[src/rtl/reg_scoreboard.sv]
`default_nettype none
// ============================================================================
//  Module   : reg_scoreboard
//  Purpose  : Decode-stage scoreboard for the 8x16b bypassing register file.
//             Keeps a saturating pending-write counter per register and
//             raises a combinational stall when an issuing instruction would
//             read a register with an outstanding write, or would push a
//             destination counter past its maximum.
//  Ports    : clk, rst          - clock, synchronous active-high reset
//             issueValid/Wr/Dst - issuing instruction and its destination
//             src{1,2}Use/Sel   - source operands read by the instruction
//             wbEn/wbSel        - register file writeback (bypassed same cycle)
//             cancelEn/Sel      - squashed in-flight writer retired
//             stall             - issue not accepted this cycle
//             busyVec           - per-register pending flag from the counters
//             err               - sticky counter-underflow flag
//  Revision : 1.0 - initial release
// ============================================================================
module reg_scoreboard #(
    parameter int NREG = 8,
    parameter int CNTW = 2
) (
    input  logic                    clk,
    input  logic                    rst,
    input  logic                    issueValid,
    input  logic                    issueWr,
    input  logic [$clog2(NREG)-1:0] issueDst,
    input  logic                    src1Use,
    input  logic [$clog2(NREG)-1:0] src1Sel,
    input  logic                    src2Use,
    input  logic [$clog2(NREG)-1:0] src2Sel,
    input  logic                    wbEn,
    input  logic [$clog2(NREG)-1:0] wbSel,
    input  logic                    cancelEn,
    input  logic [$clog2(NREG)-1:0] cancelSel,
    output logic                    stall,
    output logic [NREG-1:0]         busyVec,
    output logic                    err
);

    localparam int              C_SELW    = $clog2(NREG);
    localparam logic [CNTW-1:0] C_CNT_MAX = '1;

    logic [CNTW-1:0] r_cnt [NREG];
    logic            r_err;

    logic [CNTW-1:0] w_eff [NREG];
    logic [NREG-1:0] w_under;
    logic            w_hazard;
    logic            w_full;
    logic            w_accept;

    // Effective count after this cycle's writeback/cancel. Because the
    // register file bypasses writeData, a register being written back now
    // is already readable, so hazard/full checks use the effective count.
    always_comb begin
        for (int r = 0; r < NREG; r++) begin
            logic [CNTW:0] dec;
            logic [CNTW:0] cur;
            dec = {{CNTW{1'b0}}, (wbEn     && (wbSel     == C_SELW'(r)))}
                + {{CNTW{1'b0}}, (cancelEn && (cancelSel == C_SELW'(r)))};
            cur = {1'b0, r_cnt[r]};
            w_under[r] = (dec > cur);
            // Saturate at zero on underflow rather than wrapping.
            w_eff[r]   = w_under[r] ? '0 : CNTW'(cur - dec);
        end
    end

    always_comb begin
        w_hazard = (src1Use && (w_eff[src1Sel] != '0))
                 || (src2Use && (w_eff[src2Sel] != '0));
        w_full   = issueWr && (w_eff[issueDst] == C_CNT_MAX);
        // Gated by rst so no stall is shown while the pipeline is flushed.
        stall    = issueValid && !rst && (w_hazard || w_full);
        w_accept = issueValid && !stall;
    end

    always_ff @(posedge clk) begin
        if (rst) begin
            for (int r = 0; r < NREG; r++) begin
                r_cnt[r] <= '0;
            end
            r_err <= 1'b0;
        end else begin
            // Increment cannot overflow: a full destination stalls the issue.
            for (int r = 0; r < NREG; r++) begin
                r_cnt[r] <= w_eff[r]
                          + {{(CNTW-1){1'b0}}, (w_accept && issueWr && (issueDst == C_SELW'(r)))};
            end
            r_err <= r_err || (|w_under);
        end
    end

    generate
        for (genvar g = 0; g < NREG; g++) begin : g_busy
            assign busyVec[g] = (r_cnt[g] != '0);
        end
    endgenerate

    assign err = r_err;

endmodule
`default_nettype wire
[config.mk]
export PLATFORM = sky130hd
export DESIGN_NAME = reg_scoreboard
export DESIGN_NICKNAME = d
export VERILOG_FILES = /design/src/rtl/reg_scoreboard.sv
export SDC_FILE = /design/constraint.sdc
export NUM_CORES = 1
export LEC_CHECK = 0
export CAP_MARGIN = 20
export CORE_MARGIN = 2
export CORE_UTILIZATION = 40
export DETAILED_ROUTE_END_ITERATION = 10
export HOLD_SLACK_MARGIN = 0.15
export PLACE_DENSITY_LB_ADDON = 0.2
export SYNTH_ARGS = -nofsm -noshare
export SYNTH_HDL_FRONTEND = slang
export SYNTH_SLANG_ARGS = --single-unit
[constraint.sdc]
create_clock -name clk -period 9.4 [get_ports clk]
set_clock_uncertainty 0.2 [all_clocks]
set_input_delay 2.82 -clock clk [delete_from_list [all_inputs] [get_ports clk]]
set_output_delay 2.82 -clock clk [all_outputs]
set_load 0.01 [all_outputs]
==> summary.txt <==
run status: completed
sequential cell area fraction in the yosys report: 18.98%
fraction of registers with async set/reset: 0%
Post-Synth Simple-Gate Area: 35.73%
Routed WL: 4323 µm
placed cell areas: 2188 µm²
Die Outline Area: 5034 µm²
ratio of cells with drive above 1 in the final layout: 6.038%
count of H-tree levels built during CTS: 1
synthesized instance count: 228
complex-gate fraction of the synthesized area: 8.514%
Synthesis Warnings: 0
number of rows created at floorplan: 24
critical path fanouts, max: 4
total congestion overflow after global routing: 0
Final #Nets: 321
total core area: 4324 µm²
clock latency on the worst-skew pair: 0.26 ns
post-layout power: 0.0002357 W
Detailed Place HPWL: 3595 µm
Fill cells: 463
DRT Pass-1 Iters: 4
combinational family with the most area after synthesis: simple AND/OR/NAND/NOR gates
Clock Root Buffer: sky130_fd_sc_hd__clkbuf_8
nature of the critical path startpoint: input port
Storage cell area: 340.3 µm²
CTS tree: done
total area of multi-input combinational cells: 1324 µm²
Max transition margin: 62.94%
via count of the first global-routing pass: 1623
Die Span Y: 70.95 µm
Post-synth EDFFs: 0
Final Hold Fails: 0
max-slew violation count: 0
final number of setup-violating endpoints: 0
number of buffers added for setup after CTS: 0
Buffers on Ports: 32
drt initial violations: 60
utilization of the core after routing: 51.65%
leading cell types in the layout, fill and taps excluded: sky130_fd_sc_hd__clkdlybuf4s50_1, sky130_fd_sc_hd__inv_1, sky130_fd_sc_hd__ha_1
number of buffers created by CTS: 3
unrepaired setup endpoints after global routing: no
Data required, critical path: 6.38 ns
post-synthesis sequential element count: 17
cts-stage hold buffer count: 0
GRT Resource Usage Total: 18.78%
overall via count from detail_route: 1671
number of clock sinks: 17
max frequency: 109.0 MHz
DIE WIDTH: 70.95 µm
DRC violations left: 0
Crit Path Class: in -> out
library cells used by synthesis: 36
Final period util: 97.57%
pin count of the biggest net entering global routing: 19
area grow syn2layout: 24.56%
global-route wire length before repair: 7514 µm
multiplexer share of the synthesized area: 0%
Post-Synthesis Mean Instance Area: 7.864 µm²
WP data arrival: 6.15 ns
initial standard-cell utilization of the core: 41.46%
Post-DRT Antenna Nets: 0
type of destination of the critical path: primary output
worst min path class: reg -> reg
average vias per placed instance: 5.271
final std cell area, no fill: 2233 µm²
post-synthesis share of cell area spent on full adders, half adders and majority gates: 25.68%
xor and xnor fraction of the mapped netlist area: 3.908%
Most used DFF post-synth: sky130_fd_sc_hd__dfxtp_1
maximum ir drop on the vdd rail: 0.00006175 V
P per Cell Area: 105.5 nW/µm²
count of maximum capacitance violations: 0
wire length per cell: 13.64 µm
most common library cell in the layout ignoring fill and taps: sky130_fd_sc_hd__clkdlybuf4s50_1
shortest clock period the worst path allows after layout: 9.171 ns
leak pwr: 0.9811 nW
global placement routability congestion: 0.8954
post-cts gate resize count: 0
netlist area before placement: 1793 µm²
I/O Pins: 33
synthesized netlist net count: 283
clock transition at the registers of the reported paths: 0.07 ns
slew of the pin with the lowest slew margin: 0.5508 ns
Antenna Cells: 0
final sum of negative setup slack: 0 ns
number of antenna violations at the first check in global routing: 0
Bufs on Longest Clock Path: 2
critical path, stage by stage:
cell	delay, ns
sky130_fd_sc_hd__clkdlybuf4s50_1	0.48
sky130_fd_sc_hd__nand2_1	0.11
sky130_fd_sc_hd__nor3_1	0.23
sky130_fd_sc_hd__ha_1	0.31
sky130_fd_sc_hd__ha_1	0.19
sky130_fd_sc_hd__inv_1	0.06
sky130_fd_sc_hd__fa_1	0.43
sky130_fd_sc_hd__nand2_1	0.12
sky130_fd_sc_hd__nor3_1	0.06
sky130_fd_sc_hd__o311ai_0	0.32
sky130_fd_sc_hd__o22ai_1	0.14
sky130_fd_sc_hd__or3_1	0.40
sky130_fd_sc_hd__clkdlybuf4s50_1	0.49
per-layer routing:
metal,track usage [%],vias to the layer above,wire (µm)
met1,25.50,757,2093
met4,7.338,0,78
met2,30.11,48,1921
met3,2.707,7,230
li1,-,859,-
met5,0,-,0
per-stage QoR:
stage / std cells / hold slack [ns] / setup slack, ns
after floorplan: 228 / 0.4305 / 1.225
after global placement: 313 / 0.4105 / 0.2591
after detailed placement: 313 / 0.4406 / 0.2688
after CTS: 317 / 0.4603 / 0.2332
after global routing: 317 / 0.4839 / 0.03254
final: 317 / 0.4596 / 0.2289
path summary, 6_finish.rpt:
check | from | endpoint | slack, ns | cells past startpoint
min | err$_SDFF_PP0_ | err$_SDFF_PP0_ | 0.46 | 2
min reg2reg | err$_SDFF_PP0_ | err$_SDFF_PP0_ | 0.46 | 2
max reg2reg | r_cnt[0][2]$_SDFF_PP0_ | r_cnt[0][12]$_SDFF_PP0_ | 6.19 | 12
max | cancelEn | stall | 0.23 | 13
synthesized netlist by cell type (2+ instances only):
library cell,count,area share [%]
sky130_fd_sc_hd__inv_1,29,6.1
sky130_fd_sc_hd__ha_1,24,17
sky130_fd_sc_hd__nor2_1,21,4.4
sky130_fd_sc_hd__nand2_1,19,4.0
sky130_fd_sc_hd__nor2b_1,19,6.6
sky130_fd_sc_hd__dfxtp_1,17,19
sky130_fd_sc_hd__nand2b_1,10,3.5
sky130_fd_sc_hd__nand3_1,9,2.5
sky130_fd_sc_hd__fa_1,8,8.9
sky130_fd_sc_hd__nor3_1,8,2.2
sky130_fd_sc_hd__nor4_1,8,2.8
sky130_fd_sc_hd__or2_2,8,2.8
sky130_fd_sc_hd__xor2_1,8,3.9
sky130_fd_sc_hd__o21ai_0,5,1.4
sky130_fd_sc_hd__o2111ai_1,4,2.0
sky130_fd_sc_hd__nand4_1,3,1.0
sky130_fd_sc_hd__a211oi_1,2,0.84
sky130_fd_sc_hd__a21oi_1,2,0.56
sky130_fd_sc_hd__and4_1,2,0.98
sky130_fd_sc_hd__nand4b_1,2,0.98
sky130_fd_sc_hd__nor3b_1,2,0.84
sky130_fd_sc_hd__o211ai_1,2,0.84
sky130_fd_sc_hd__o311a_1,2,1.1
sky130_fd_sc_hd__or4b_1,2,1.1
report_power, final:
part | internal (W) | switching (W)
registers | 0.0000786 | 0.00000385
logic | 0.0000495 | 0.0000473
clock network | 0.0000302 | 0.0000262
total | 0.000158 | 0.0000774
cells by family after synthesis:
kind of cell,Yosys count
buffers and inverters,32
AO/OA/AOI/OAI,21
flip-flops,17
AND/OR/NAND/NOR,118
XOR/XNOR,8
adder cells (fa/ha/maj),32
state kept, by name (all words and copies together) (netlist names):
| name | cells |
|---|---|
| err | 1 |
| r_cnt | 16 |
layout make-up:
type                    count  share of cell area, %
multi-input cells         179                  59.27
repair buffers             36                  15.69
flip-flops and latches     17                  15.24
well taps                  52                  2.913
clock buffers               4                  2.017
inverters                  29                  4.874
No activity file was read; power rests on OpenSTA's default activity.
==> edit, RTL diff (config.mk and constraints unchanged) <==
Reset style: asynchronous (`rst`), changed in one clocked block. Comments in the files are not updated.
--- a/src/rtl/reg_scoreboard.sv
+++ b/src/rtl/reg_scoreboard.sv
@@ -76,5 +76,5 @@
     end
 
-    always_ff @(posedge clk) begin
+    always_ff @(posedge clk or posedge rst) begin
         if (rst) begin
             for (int r = 0; r < NREG; r++) begin
Formal check against the unedited RTL: differs if rst is asserted again (counterexample within 4 cycles, from zero or initial values and one cycle with rst high); with rst held inactive, the same outputs for 4 cycles.
==> edit against the original RTL <==
Utilization fell by 0.21 points. Synthesized area rose by 0.49%. Worst setup slack got worse by 0.089 ns. Sequential cell count unchanged. First-iteration DRC count down 12%. Cell area is 0.28% higher. Via count shrank 7.0%. Routed wire length is 5.1% lower. Highest routed layer unchanged.
Power is not compared: it rests on default switching activity, and its combinational part moved more than twofold at a synthesized area within 25%.
==> edit: results (changes against the original RTL) <==
Yosys
  • Register area share after synthesis: 23.6% (+4.6 points)
  • Commonest cells in the netlist: inv_1, ha_1, nor2_1
  • Net Count, Synth: 261 (-7.8%)
  • Distinct cells, synth: 37 (+2.8%)
  • Synth area leaders: dfrtp_1, ha_1, fa_1, inv_1, nor2_1
  • Async SR Flop Fraction: 100% (+100 points)

Power and ir drop
  • Seq pwr share: 27.8%
  • Switching Share: 39.4%
  • Comb pwr: 272 µW

Route
  • DR WL/cell: 14.0 µm (+2.3%)
  • Vias after detailed routing: 1554 (-7.0%)
  • Initial DRC Count: 53 (-12%)

Worst setup path
  • Worst reg2reg path endpoint: r_cnt[4]
  • Reg2reg start: r_cnt[4]
  • Critical path data arrival time: 6.24 ns (+0.09 ns)

Global routing
  • Gr usage total: 18.2% (-0.59 points)
  • Met3 Use GR: 2.28% (-0.43 points)
  • Met1 usage: 25.2% (-0.28 points)
  • First-pass GRT wire length: 7100 µm (-5.5%)
  • Largest net degree at the start of global routing: 18 (-1)
  • Met2 global-route usage: 30.1% (unchanged)

Run
  • Max Cap Viol: 0 (unchanged)

Cells and area
  • Most flops, register: r_cnt
  • Share of layout cells above drive strength 1: 7.85% (+1.8 points)
  • # fillers: 404 (-13%)
  • Fin nets: 298 (-7.2%)

Place
  • Placer Congestion: 0.885 (-1.1%)
  • Dpl cell area: 2190 µm² (about the same)
  • Dpl hpwl: 3560 µm (-0.91%)
  • Setup Slack @ Placement: 0.137 ns (-0.132 ns)

Min path
  • Hold Crit Start: err
  • Hold worst-path end: err

Timing
  • Relative slew slack: 54.7% (-8.3 points)
  • Min Hold Slack: 0.343 ns (-0.117 ns)

Status
  • Status: finished, final reports clean

Clock tree
  • Clock transition at the registers of the reported paths: 0.07 ns (about the same)
  • Clock latency on the worst-skew pair: 0.26 ns (about the same)
## edit: cell count changes in the layout (fill, tap and decap cells not counted), sizes merged, moves of 6 or more
cell and change:
dfrtp +17, xor2 -7, xnor2 +7, dfxtp -17
nor4 -6, nor2b -9
## edit: per-stage QoR
step           instances  util, %
3_5_place_dp         290     50.3
5_1_grt              294     51.4
6_report             294     51.4
4_1_cts              294     51.3
2_1_floorplan        206        -
3_3_place_gp         290     50.3
## edit: kinds of logic after synthesis
kind of cell,share of synthesized area (%)
simple gates,28.6
mux,1.25
xor+xnor,3.89
buf+inv,7.36
compound gates,9.72
flops,23.6
fa+ha+maj,25.6
## edit: worst max-delay path by stage
stage | to | slack (ns) | startpoint
2_1_floorplan | stall | 1.32 | wbSel[2]
3_3_place_gp | stall | 0.13 | wbSel[1]
3_5_place_dp | stall | 0.14 | wbSel[1]
4_1_cts | stall | 0.12 | wbSel[1]
5_1_grt | stall | 0.007 | wbSel[2]
6_report | stall | 0.14 | wbSel[2]
## edit: metal layers
layer,vias to the layer above,wire [µm]
met5,-,0
met4,0,41
met3,5,173
met2,35,1960
met1,731,1930
li1,783,-
## edit: layout make-up
class / count / area share (%)
Clock buffer: 4 / 2.01
Inverter: 32 / 5.36
Multi-Input combinational cell: 155 / 55.6
Sequential cell: 17 / 19.0
Tap cell: 52 / 2.91
Timing Repair Buffer: 34 / 15.1
## edit: critical path, stage by stage
cell             delay (ns)
clkdlybuf4s50_1        0.48
nand2b_1               0.17
nor2_1                 0.07
ha_1                   0.31
ha_1                   0.15
inv_1                  0.05
fa_2                   0.56
o21ai_0                0.10
mux4_2                 0.46
a2111o_1               0.46
nand3_4                0.08
clkdlybuf4s50_1        0.53
